--- config.mk ---
export PLATFORM = sky130hd
export DESIGN_NAME = ram_arbiter
export DESIGN_NICKNAME = d
export VERILOG_FILES = /design/src/rtl/ram_arbiter.sv
export SDC_FILE = /design/constraint.sdc
export NUM_CORES = 1
export LEC_CHECK = 0
export CAP_MARGIN = 30
export CORE_UTILIZATION = 38
export CTS_BUF_LIST = sky130_fd_sc_hd__clkbuf_16
export DETAILED_ROUTE_END_ITERATION = 8
export PLACE_DENSITY_LB_ADDON = 0.15
export SYNTH_ARGS = -nofsm -noshare
export SYNTH_HDL_FRONTEND = slang
export SYNTH_SLANG_ARGS = --single-unit
--- constraint.sdc ---
create_clock -name CLK -period 5.2 [get_ports CLK]
set_input_delay 1.3 -clock CLK [delete_from_list [all_inputs] [get_ports CLK]]
set_output_delay 1.3 -clock CLK [all_outputs]
set_load 0.02 [all_outputs]
--- src/rtl/ram_arbiter.sv ---
// Single-port RAM arbiter: data port has priority over fetch, a bounded data
// streak forces a pending fetch through, and a watchdog aborts stuck accesses.
module ram_arbiter #(
  parameter int MAX_DSTREAK = 4,
  parameter int TIMEOUT     = 255
) (
  input  logic        CLK,
  input  logic        RST,
  input  logic        iREN,
  input  logic [31:0] iaddr,
  output logic [31:0] iload,
  output logic        iwait,
  input  logic        dREN,
  input  logic        dWEN,
  input  logic [31:0] daddr,
  input  logic [31:0] dstore,
  output logic [31:0] dload,
  output logic        dwait,
  output logic        ramREN,
  output logic        ramWEN,
  output logic [31:0] ramaddr,
  output logic [31:0] ramstore,
  input  logic [31:0] ramload,
  input  logic        ram_ready,
  output logic        bus_error
);

  localparam int SW = (MAX_DSTREAK < 1) ? 1 : $clog2(MAX_DSTREAK + 1);

  typedef enum logic [1:0] {IDLE = 2'd0, DATA = 2'd1, INSTR = 2'd2} state_t;

  state_t        state_r;
  state_t        next_state_s;
  logic [SW-1:0] dstreak_r;
  logic [7:0]    tcnt_r;

  logic dreq_s;
  logic streak_block_s;
  logic grant_d_s;
  logic grant_i_s;
  logic busy_s;
  logic timeout_s;
  logic done_s;
  logic i_done_s;
  logic d_done_s;

  assign dreq_s         = dREN | dWEN;
  assign streak_block_s = iREN && (dstreak_r == SW'(MAX_DSTREAK));
  assign grant_d_s      = (state_r == IDLE) && dreq_s && !streak_block_s;
  assign grant_i_s      = (state_r == IDLE) && !grant_d_s && iREN;
  assign busy_s         = (state_r != IDLE);
  // ram_ready beats the watchdog when both land on the same cycle
  assign timeout_s      = busy_s && !ram_ready && (tcnt_r == 8'(TIMEOUT));
  assign done_s         = busy_s && (ram_ready || timeout_s);
  assign i_done_s       = iREN && (state_r == INSTR) && done_s;
  assign d_done_s       = dreq_s && (state_r == DATA) && done_s;

  // State register
  always_ff @(posedge CLK) begin
    if (RST) begin
      state_r <= IDLE;
    end else begin
      state_r <= next_state_s;
    end
  end

  // Next-state logic
  always_comb begin
    next_state_s = state_r;
    case (state_r)
      IDLE: begin
        if (grant_d_s) begin
          next_state_s = DATA;
        end else if (grant_i_s) begin
          next_state_s = INSTR;
        end else begin
          next_state_s = IDLE;
        end
      end
      DATA, INSTR: begin
        if (done_s) begin
          next_state_s = IDLE;
        end else begin
          next_state_s = state_r;
        end
      end
      default: next_state_s = IDLE;
    endcase
  end

  // Latched RAM command, streak counter, watchdog and sticky error flag
  always_ff @(posedge CLK) begin
    if (RST) begin
      ramREN    <= 1'b0;
      ramWEN    <= 1'b0;
      ramaddr   <= 32'h0;
      ramstore  <= 32'h0;
      dstreak_r <= '0;
      tcnt_r    <= 8'd0;
      bus_error <= 1'b0;
    end else begin
      if (grant_d_s) begin
        ramREN   <= !dWEN;
        ramWEN   <= dWEN;
        ramaddr  <= daddr;
        ramstore <= dstore;
      end else if (grant_i_s) begin
        ramREN   <= 1'b1;
        ramWEN   <= 1'b0;
        ramaddr  <= iaddr;
      end else if (done_s) begin
        ramREN   <= 1'b0;
        ramWEN   <= 1'b0;
      end

      // Any IDLE cycle that is not a data grant with fetch waiting ends the streak
      if (state_r == IDLE) begin
        if (grant_d_s && iREN) begin
          dstreak_r <= (dstreak_r == SW'(MAX_DSTREAK)) ? dstreak_r : dstreak_r + SW'(1);
        end else begin
          dstreak_r <= '0;
        end
      end

      if (grant_d_s || grant_i_s) begin
        tcnt_r <= 8'd0;
      end else if (busy_s && !done_s) begin
        tcnt_r <= tcnt_r + 8'd1;
      end

      if (timeout_s) begin
        bus_error <= 1'b1;
      end
    end
  end

  // Stall and load outputs; loads pass RAM data straight through on completion
  always_comb begin
    iwait = iREN && !((state_r == INSTR) && done_s);
    dwait = dreq_s && !((state_r == DATA) && done_s);
    if (i_done_s) begin
      iload = ram_ready ? ramload : 32'hDEADBEEF;
    end else begin
      iload = 32'h0;
    end
    if (d_done_s) begin
      dload = ram_ready ? ramload : 32'hDEADBEEF;
    end else begin
      dload = 32'h0;
    end
  end

endmodule

Word-level counts from Yosys, hierarchy flattened
Index checks and enable logic that the tools add are counted.
{"block": "word_totals", "reg_bits": 80, "latch_bits": 0, "ramBits": 0, "mem_bits_ro": 0, "inputBits": 134, "wordCells": 67, "memories": 0}
{"block": "classes", "addsub": 2, "multipliers": 0, "div_mod_pow": 0, "magnitude_cmp": 0, "eq_ne": 6, "shift": 0, "n_mux": 16, "bitwise": 1, "n_reduce_logical": 34}
{"op": "$mux 32", "n": 5}
{"op": "$logic_and 1x1->1", "n": 18}
{"op": "$add 8x1->8 const B", "n": 1}
{"op": "$eq 8x8->1 const B", "n": 1}
{"op": "$logic_not 1->1", "n": 7}
{"op": "$mux 2", "n": 3}
{"op": "$mux 3", "n": 2}
{"op": "$mux 1", "n": 5}
{"op": "$ne 2x2->1 const B", "n": 2}
{"op": "$pmux 2 s2", "n": 1}
{"op": "$reduce_bool 2->1", "n": 2}
{"op": "$reduce_or 2->1", "n": 2}
{"op": "$add 3x1->3 const B", "n": 1}
{"op": "$eq 3x3->1 const B", "n": 1}
{"op": "$reduce_bool 3->1", "n": 1}
{"op": "$eq 2x1->1 const B", "n": 1}
{"op": "$eq 2x2->1 const B", "n": 1}
{"op": "$logic_not 2->1", "n": 1}
{"op": "$logic_or 1x1->1", "n": 2}
{"op": "$reduce_and 2->1", "n": 1}
{"op": "$or 1x1->1", "n": 1}

Longest topological paths before layout
Gate-level depths: netlist of run 1.
{"block": "depth", "ltp_word": 10, "depth_mapped": 8}

Worst setup path after synthesis of run 1
Ideal clock, no wire load.
{"block": "synth_timing", "path_kind": "in2out", "from": "input ram_ready", "to": "output dwait", "arrival_ns": 2.132, "t_required_ns": 3.900, "path_slack_ns": 1.768, "cell_stages": 4, "path_buffers": 1, "cell_sequence": "o21bai_1 and2_1 clkbuf_1 a21oi_1"}
{"block": "synth_via", "elab_chain_len": 8}
{"item": "start, declared", "line": "24", "rtl": "input logic ram_ready,"}
{"item": "$logic_not 1->1", "line": "53", "rtl": "assign timeout_s = busy_s && !ram_ready && (tcnt_r == 8'(TIMEOUT));"}
{"item": "$logic_and 1x1->1 (2 in series)", "line": "53"}
{"item": "$logic_or 1x1->1 (*)", "line": "54", "rtl": "assign done_s = busy_s && (ram_ready || timeout_s);"}
{"item": "$logic_and 1x1->1 (*)", "line": "54"}
{"item": "$logic_and 1x1->1 (*)", "line": "140", "rtl": "dwait = dreq_s && !((state_r == DATA) && done_s);"}
{"item": "$logic_not 1->1 (*)", "line": "140"}
{"item": "$logic_and 1x1->1 (*)", "line": "140"}
{"item": "end, declared", "line": "18", "rtl": "output logic dwait,"}
Every way passes the cells marked *; elsewhere a longest branch is shown, timed or not.

Worst setup path in the final report of run 1
{"block": "layout_timing", "from": "input ram_ready", "to": "output dload[29]"}
{"block": "layout_via", "elab_chain_len": 7, "word_cells_on_any_way": 8, "classes_between": "mux: 2; reduce/logical: 6"}
{"item": "$logic_not 1->1", "line": "53"}
{"item": "$logic_and 1x1->1 (2 in series)", "line": "53"}
{"item": "$logic_or 1x1->1", "line": "54"}
{"item": "$logic_and 1x1->1", "line": "54"}
{"item": "$logic_and 1x1->1", "line": "56", "rtl": "assign d_done_s = dreq_s && (state_r == DATA) && done_s;"}
{"item": "$mux 32 (*)", "line": "146", "rtl": "if (d_done_s) begin"}
{"item": "end, declared", "line": "17", "rtl": "output logic [31:0] dload,"}
Marked as above.

==> results of run 1 <==
-- registers in the layout, indices dropped and copies added (netlist names) --
register   cells
bus_error      1
dstreak_r      3
ramREN         1
ramWEN         1
ramaddr       32
ramstore      32
state_r        2
tcnt_r         8
-- cell families after synthesis --
group	after synthesis	synth area share (%)
adders and majority gates	6	1.95
buffers and inverters	47	5.40
and+or+nand+nor	294	32.0
xor gates and xnor gates	6	1.37
AOI/OAI and AO/OA	84	16.8
muxes	3	0.813
DFF	80	41.6
-- final cells by class --
class                   instances  share of cell area (%)
multi-input cells             393                    29.7
inverters                       7                   0.380
repair buffers                274                    39.8
clock buffers                   9                    3.25
clock inverters                 7                    1.36
flip-flops and latches         80                    23.1
well taps                     133                    2.40
-- how the worst min path moves through the flow --
stage                  from           end  depth (start not counted)
4_1_cts         ramstore[2]   ramstore[2]                          2
2_1_floorplan     tcnt_r[7]     tcnt_r[7]                          2
3_3_place_gp    ramstore[4]   ramstore[4]                          2
6_report        ramstore[2]   ramstore[2]                          2
3_5_place_dp   ramstore[20]  ramstore[20]                          2
5_1_grt        ramstore[22]  ramstore[22]                          2
-- cell usage after synthesis, types with 2 or more instances --
| cell type | n |
|---|---|
| ha_1 | 6 |
| nor2b_1 | 24 |
| o32ai_1 | 2 |
| buf_4 | 2 |
| o211ai_1 | 2 |
| a311oi_1 | 22 |
| mux2i_1 | 2 |
| o2111ai_1 | 4 |
| buf_2 | 19 |
| nand3b_1 | 2 |
| dfxtp_1 | 80 |
| inv_1 | 6 |
| and2_1 | 3 |
| buf_1 | 3 |
| clkbuf_1 | 16 |
| a311oi_2 | 10 |
| nor2_1 | 110 |
| xor2_1 | 6 |
| nand2_1 | 141 |
| a21oi_1 | 37 |
| nand3_1 | 3 |
-- placed cells by master, fill, tap and decap left out, drive strengths merged, types with 2 or more instances in the layout --
master,n
mux2i,2
buf,9
nor2b,24
clkbuf,9
o2111ai,4
nor2,111
nand4,2
dfxtp,80
clkdlybuf4s50,265
nand3b,2
bufinv,2
nand3,3
o211ai,2
o32ai,2
xor2,6
ha,6
a311oi,32
clkinv,2
nand2,141
inv,10
and2,3
a21oi,37
-- critical path, stage by stage --
cell	delay, ps
clkdlybuf4s50_1	480
o21bai_1	170
o2111ai_2	160
buf_4	260
nor2_1	130
clkdlybuf4s50_1	620
-- power breakdown --
part	internal, mW	switching [mW]	total, mW
Combinational	0.672	0.885	1.56
Sequential	0.797	0.0901	0.887
Clock	0.421	0.253	0.675
-- routing by layer --
| metal | part of all wire (%) | vias to the layer above |
|---|---|---|
| met2 | 49 | 171 |
| li1 | - | 2214 |
| met1 | 38 | 2028 |
| met3 | 8.6 | 37 |
| met5 | 0 | - |
| met4 | 4.2 | 0 |
==> metrics.csv, run 1 <==
stage,metric,value,unit
synthesis,netlist_top_cells_area,"dfxtp_1, nand2_1, nor2_1",
cts,clkLatencyLatePin,340,ps
cts,htree_levels,3,
cts,postCtsHoldBufs,0,
global_route,grt_max_degree,59,
synthesis,netlist_instances,520,
job,drv_cap,0,
global_route,grt_pass1_vias,4132,
synthesis,synth_area_per_cell,7.40,um^2
route,drt_wl_total,13.6,mm
die,rows,36,
cts,clk_pin_slew,60,ps
route,dr.pass1.iters,4,
sta,slew_headroom,37.7,%
sta,hold_violations,0,
synthesis,synthFlopType,dfxtp_1,
sta,drv_slew,0,
synthesis,yosys_warnings,0,
route,vias,4450,
global_route,use_met1,27.0,%
place,place_congestion,0.798,
sta,finalSetupTns,0,ps
cts,cts_post_setup_buffers_inserted,0,
cts,cts_tree,yes,
critical_path,reg2reg_slack,2680,ps
synthesis,synth_cell_types,41,
global_route,top_usage_layer,met2,
cts,ctsRootBufferMaster,clkbuf_16,
sta,fin_skew,10.3,ps
place,pre_cts_ws,776,ps
sta,finalCritPeriodShare,85.2,%
critical_path,reg2reg_to,ramaddr[3],
sta,fin_crit,4430,ps
cts,cts_resized,0,
synthesis,ys_ff_latch,80,
synthesis,yosysTopAreaCell,dfxtp_1,
place,portBuffers,266,
final_layout,fillers,804,
die,fp.dieW,103,um
die,io_pins,267,
critical_path,crit_start,ram_ready,
power_and_ir_drop,peakVddDrop,0.000237,V
critical_path,critPathRequiredTime,3900,ps
worst_hold_path,worstHoldPathType,register to register,
final_layout,seq_area,1600,um^2
global_route,use_met2,43.7,%
synthesis,syn_nets,660,
route,drc,0,
cts,cts_sinks,80,
final_layout,finish.instance_area,6920,um^2
die,start_util,39.4,%
final_layout,num_antenna_cells,0,
sta,report.final.setup_viol,0,
cts,numCtsBuffers,9,
sta,max_freq,226,MHz
die,core-area,9770,um^2
route,drt_iter0_drc,113,
route,routedWlPerCell,15.1,um
sta,worst_pin_slew,934,ps
global_route,grt_use_met3,7.86,%
global_route,antenna_found_initial,0,
die,dieArea,10500,um^2
global_route,grtUsageTotal,25.1,%
critical_path,critical_path_class,input port to output port,
power_and_ir_drop,p_leak,2.68,nW
power_and_ir_drop,power_density,450,nW/um^2
synthesis,async_reset_ff_share,0,%
sta,grt_setup_unrepaired,no,
critical_path,endpoint,dload[29],
critical_path,rr_worst_depth,7,
global_route,grt_first_pass_wirelength,20.5,mm
final_layout,drive_gt1_share,5.32,%
final_layout,multiInputGateArea,2050,um^2
critical_path,critPathCaptureType,output port,
global_route,grt_overflow,0,
synthesis,synth_edf_count,0,
critical_path,start_kind,input port,
synthesis,syn_area,3850,um^2
critical_path,cp_max_fo,32,
sta,fin_ws,768,ps
place,placedCellCount,887,
power_and_ir_drop,power,3.12,mW
outcome,status,completed,
place,placed_area,6600,um^2
synthesis,seq_area_frac_synth,41.6,%
place,hpwl,10.2,mm
final_layout,final_cells,903,
final_layout,nets,905,
final_layout,area_growth,79.8,%
synthesis,synth_top_area_share,41.6,%
route,antenna_left,0,
critical_path,arrival,3130,ps
sta,hold-worst-slack,453,ps
route,via_per_inst,4.93,
die,die_h,103,um
critical_path,reg2reg_from,state_r[0],
final_layout,finish.utilization,70.8,%
cts,clock_path_buffers,2,
(Power assumes the default switching activity.)
==> run 2: changes to the inputs <==
--- a/config.mk
+++ b/config.mk
@@ -9,7 +9,9 @@
 export CORE_UTILIZATION = 38
 export CTS_BUF_LIST = sky130_fd_sc_hd__clkbuf_16
 export DETAILED_ROUTE_END_ITERATION = 8
-export PLACE_DENSITY_LB_ADDON = 0.15
+export GPL_TIMING_DRIVEN = 1
+export PLACE_DENSITY = 0.84
+export SKIP_CTS_REPAIR_TIMING = 1
 export SYNTH_ARGS = -nofsm -noshare
 export SYNTH_HDL_FRONTEND = slang
 export SYNTH_SLANG_ARGS = --single-unit
==> run 2 against run 1 <==
Against the previous run:
- worst setup slack got worse by 260 ps
- first-iteration DRC count rose by 8.8%
- register-to-register slack better by 270 ps
- critical endpoint is now iload[29]
- wire length up 0.35%
- final cell count up 0.22%
- fmax down 5.6%
- via count grew 1.6%
- count of clock-buffer cells in the layout unchanged
- critical path depth unchanged
- sequential power barely moved
- clock power shrank 8.3%
- die area unchanged
==> metrics.csv, run 2 (synthesized netlist as in run 1, its figures left out) <==
stage,metric,value,unit,change
route,drt_iter0_drc,123,,was 113
die,dieArea,10500,um^2,unchanged
die,fp.dieW,103,um,unchanged
global_route,grtUsageTotal,24.5,%,was 25.1%
cts,ctsRootBufferMaster,clkbuf_16,,unchanged
route,drt_wl_total,13.6,mm,about the same
global_route,grt_max_degree,47,,was 59
sta,finalSetupTns,0,ps,unchanged
sta,fin_ws,503,ps,was 768 ps
final_layout,finish.utilization,70.5,%,was 70.8%
sta,max_freq,213,MHz,was 226 MHz
sta,finalCritPeriodShare,90.3,%,was 85.2%
route,antenna_left,0,,unchanged
job,drv_cap,0,,unchanged
global_route,grt_first_pass_wirelength,20.0,mm,was 20.5 mm
final_layout,drive_gt1_share,5.58,%,was 5.32%
place,portBuffers,266,,unchanged
critical_path,critical_path_class,input port to output port,,unchanged
critical_path,crit_family,buffers and inverters,,unchanged
power_and_ir_drop,p_leak,2.66,nW,was 2.68 nW
power_and_ir_drop,power_density,445,nW/um^2,was 450 nW/um^2
sta,fin_skew,6.19,ps,was 10.3 ps
sta,worst_pin_slew,689,ps,was 934 ps
global_route,grt_pass1_vias,4164,,was 4132
final_layout,multiInputGateArea,2050,um^2,unchanged
critical_path,max_stage_delay,610,ps,was 620 ps
critical_path,critPathCaptureType,output port,,unchanged
sta,hold_violations,0,,unchanged
die,rows,36,,unchanged
critical_path,critPathRequiredTime,3900,ps,about the same
die,start_util,39.4,%,unchanged
route,via_per_inst,5.00,,was 4.93
sta,fin_crit,4700,ps,was 4430 ps
worst_hold_path,worstHoldPathType,register to register,,unchanged
route,dr.pass1.iters,4,,unchanged
critical_path,cp_slowest_cell,clkdlybuf4s50_1,,unchanged
global_route,grt_overflow,0,,unchanged
final_layout,finish.instance_area,6890,um^2,was 6920 um^2
critical_path,arrival,3400,ps,was 3130 ps
critical_path,crit_chain,"clkdlybuf4s50_1, o21bai_1, nand4_1, buf_4, nor2_1, clkdlybuf4s50_1",,"was clkdlybuf4s50_1, o21bai_1, o2111ai_2, buf_4, nor2_1, clkdlybuf4s50_1"
route,drc,0,,unchanged
cts,numCtsBuffers,9,,unchanged
final_layout,nets,906,,was 905
die,io_pins,267,,unchanged
critical_path,start_kind,input port,,unchanged
power_and_ir_drop,power,3.07,mW,was 3.12 mW
cts,cts_tree,yes,,unchanged
place,placed_area,6590,um^2,was 6600 um^2
place,pre_cts_ws,507,ps,was 776 ps
final_layout,layout_commonest_cell,clkdlybuf4s50_1,,unchanged
place,hpwl,10.5,mm,was 10.2 mm
power_and_ir_drop,peakVddDrop,0.000262,V,was 0.000237 V
cts,clkLatencyLatePin,330,ps,was 340 ps
die,die_h,103,um,unchanged
final_layout,largestRegisters,"ramaddr: 32 flops, ramstore: 32 flops, tcnt_r: 8 flops",,unchanged
route,vias,4521,,was 4450
cts,htree_levels,3,,unchanged
sta,slew_headroom,54.1,%,was 37.7%
cts,clock_path_buffers,2,,unchanged
die,core-area,9770,um^2,unchanged
sta,drv_slew,0,,unchanged
cts,clk_pin_slew,60,ps,about the same
final_layout,mostFrequentLayoutCells,"clkdlybuf4s50_1, nand2_1, nor2_1",,unchanged
final_layout,area_growth,79.1,%,was 79.8%
final_layout,seq_area,1600,um^2,unchanged
critical_path,cp_max_fo,25,,was 32
final_layout,fillers,781,,was 804
critical_path,critPathBufInv,3,,unchanged
global_route,antenna_found_initial,1,,was 0
critical_path,cp_common_cell,clkdlybuf4s50_1,,unchanged
route,routedWlPerCell,15.1,um,about the same
cts,cts_sinks,80,,unchanged
place,place_congestion,0.805,,was 0.798
outcome,status,completed,,unchanged
sta,grt_setup_unrepaired,no,,unchanged
sta,report.final.setup_viol,0,,unchanged
-- run 2: worst paths after layout --
| path | startpoint | endpoint | slack (ps) | cells past startpoint |
|---|---|---|---|---|
| setup reg to reg | state_r[0] | ramaddr[31] | 2950 | 6 |
| hold / removal | ramstore[31] | ramstore[31] | 450 | 2 |
| setup / recovery | ram_ready | iload[29] | 500 | 6 |
| hold reg to reg | ramstore[31] | ramstore[31] | 450 | 2 |
-- run 2: area by class of cell --
type                    instances  share of cell area [%]
diodes                          1                  0.0363
clock buffers                   9                    3.27
clock inverters                 7                    1.03
inverters                       7                   0.381
multi-input cells             393                    29.8
flip-flops and latches         80                    23.2
well taps                     133                    2.41
repair buffers                275                    39.8
-- run 2: metrics by stage --
stage / instances / hold WS [ps]
6_report: 905 / 452
2_1_floorplan: 520 / 444
3_3_place_gp: 887 / 440
5_1_grt: 905 / 482
4_1_cts: 904 / 454
3_5_place_dp: 888 / 449
-- run 2: per-layer routing --
metal / wire, um / share of wire, % / track usage (%) / vias to the layer above
met5: 0 / 0 / 0 / -
met4: 374 / 2.7 / 10.7 / 0
met3: 1000 / 7.4 / 6.58 / 24
met2: 7030 / 51 / 45.7 / 170
met1: 5240 / 38 / 25.6 / 2107
li1: - / - / - / 2220
-- run 2: worst min-delay path, delay by kind of cell, from the launching register on --
| kind | cells | cell delay, ps |
|---|---|---|
| flops | 1 | 300 |
| simple gates | 1 | 50 |
| compound gates | 1 | 50 |
-- run 2: power by group --
group          switching [mW]  total [mW]  internal (mW)
clock                   0.248       0.619          0.371
sequential             0.0902       0.887          0.797
combinational           0.890        1.56          0.673
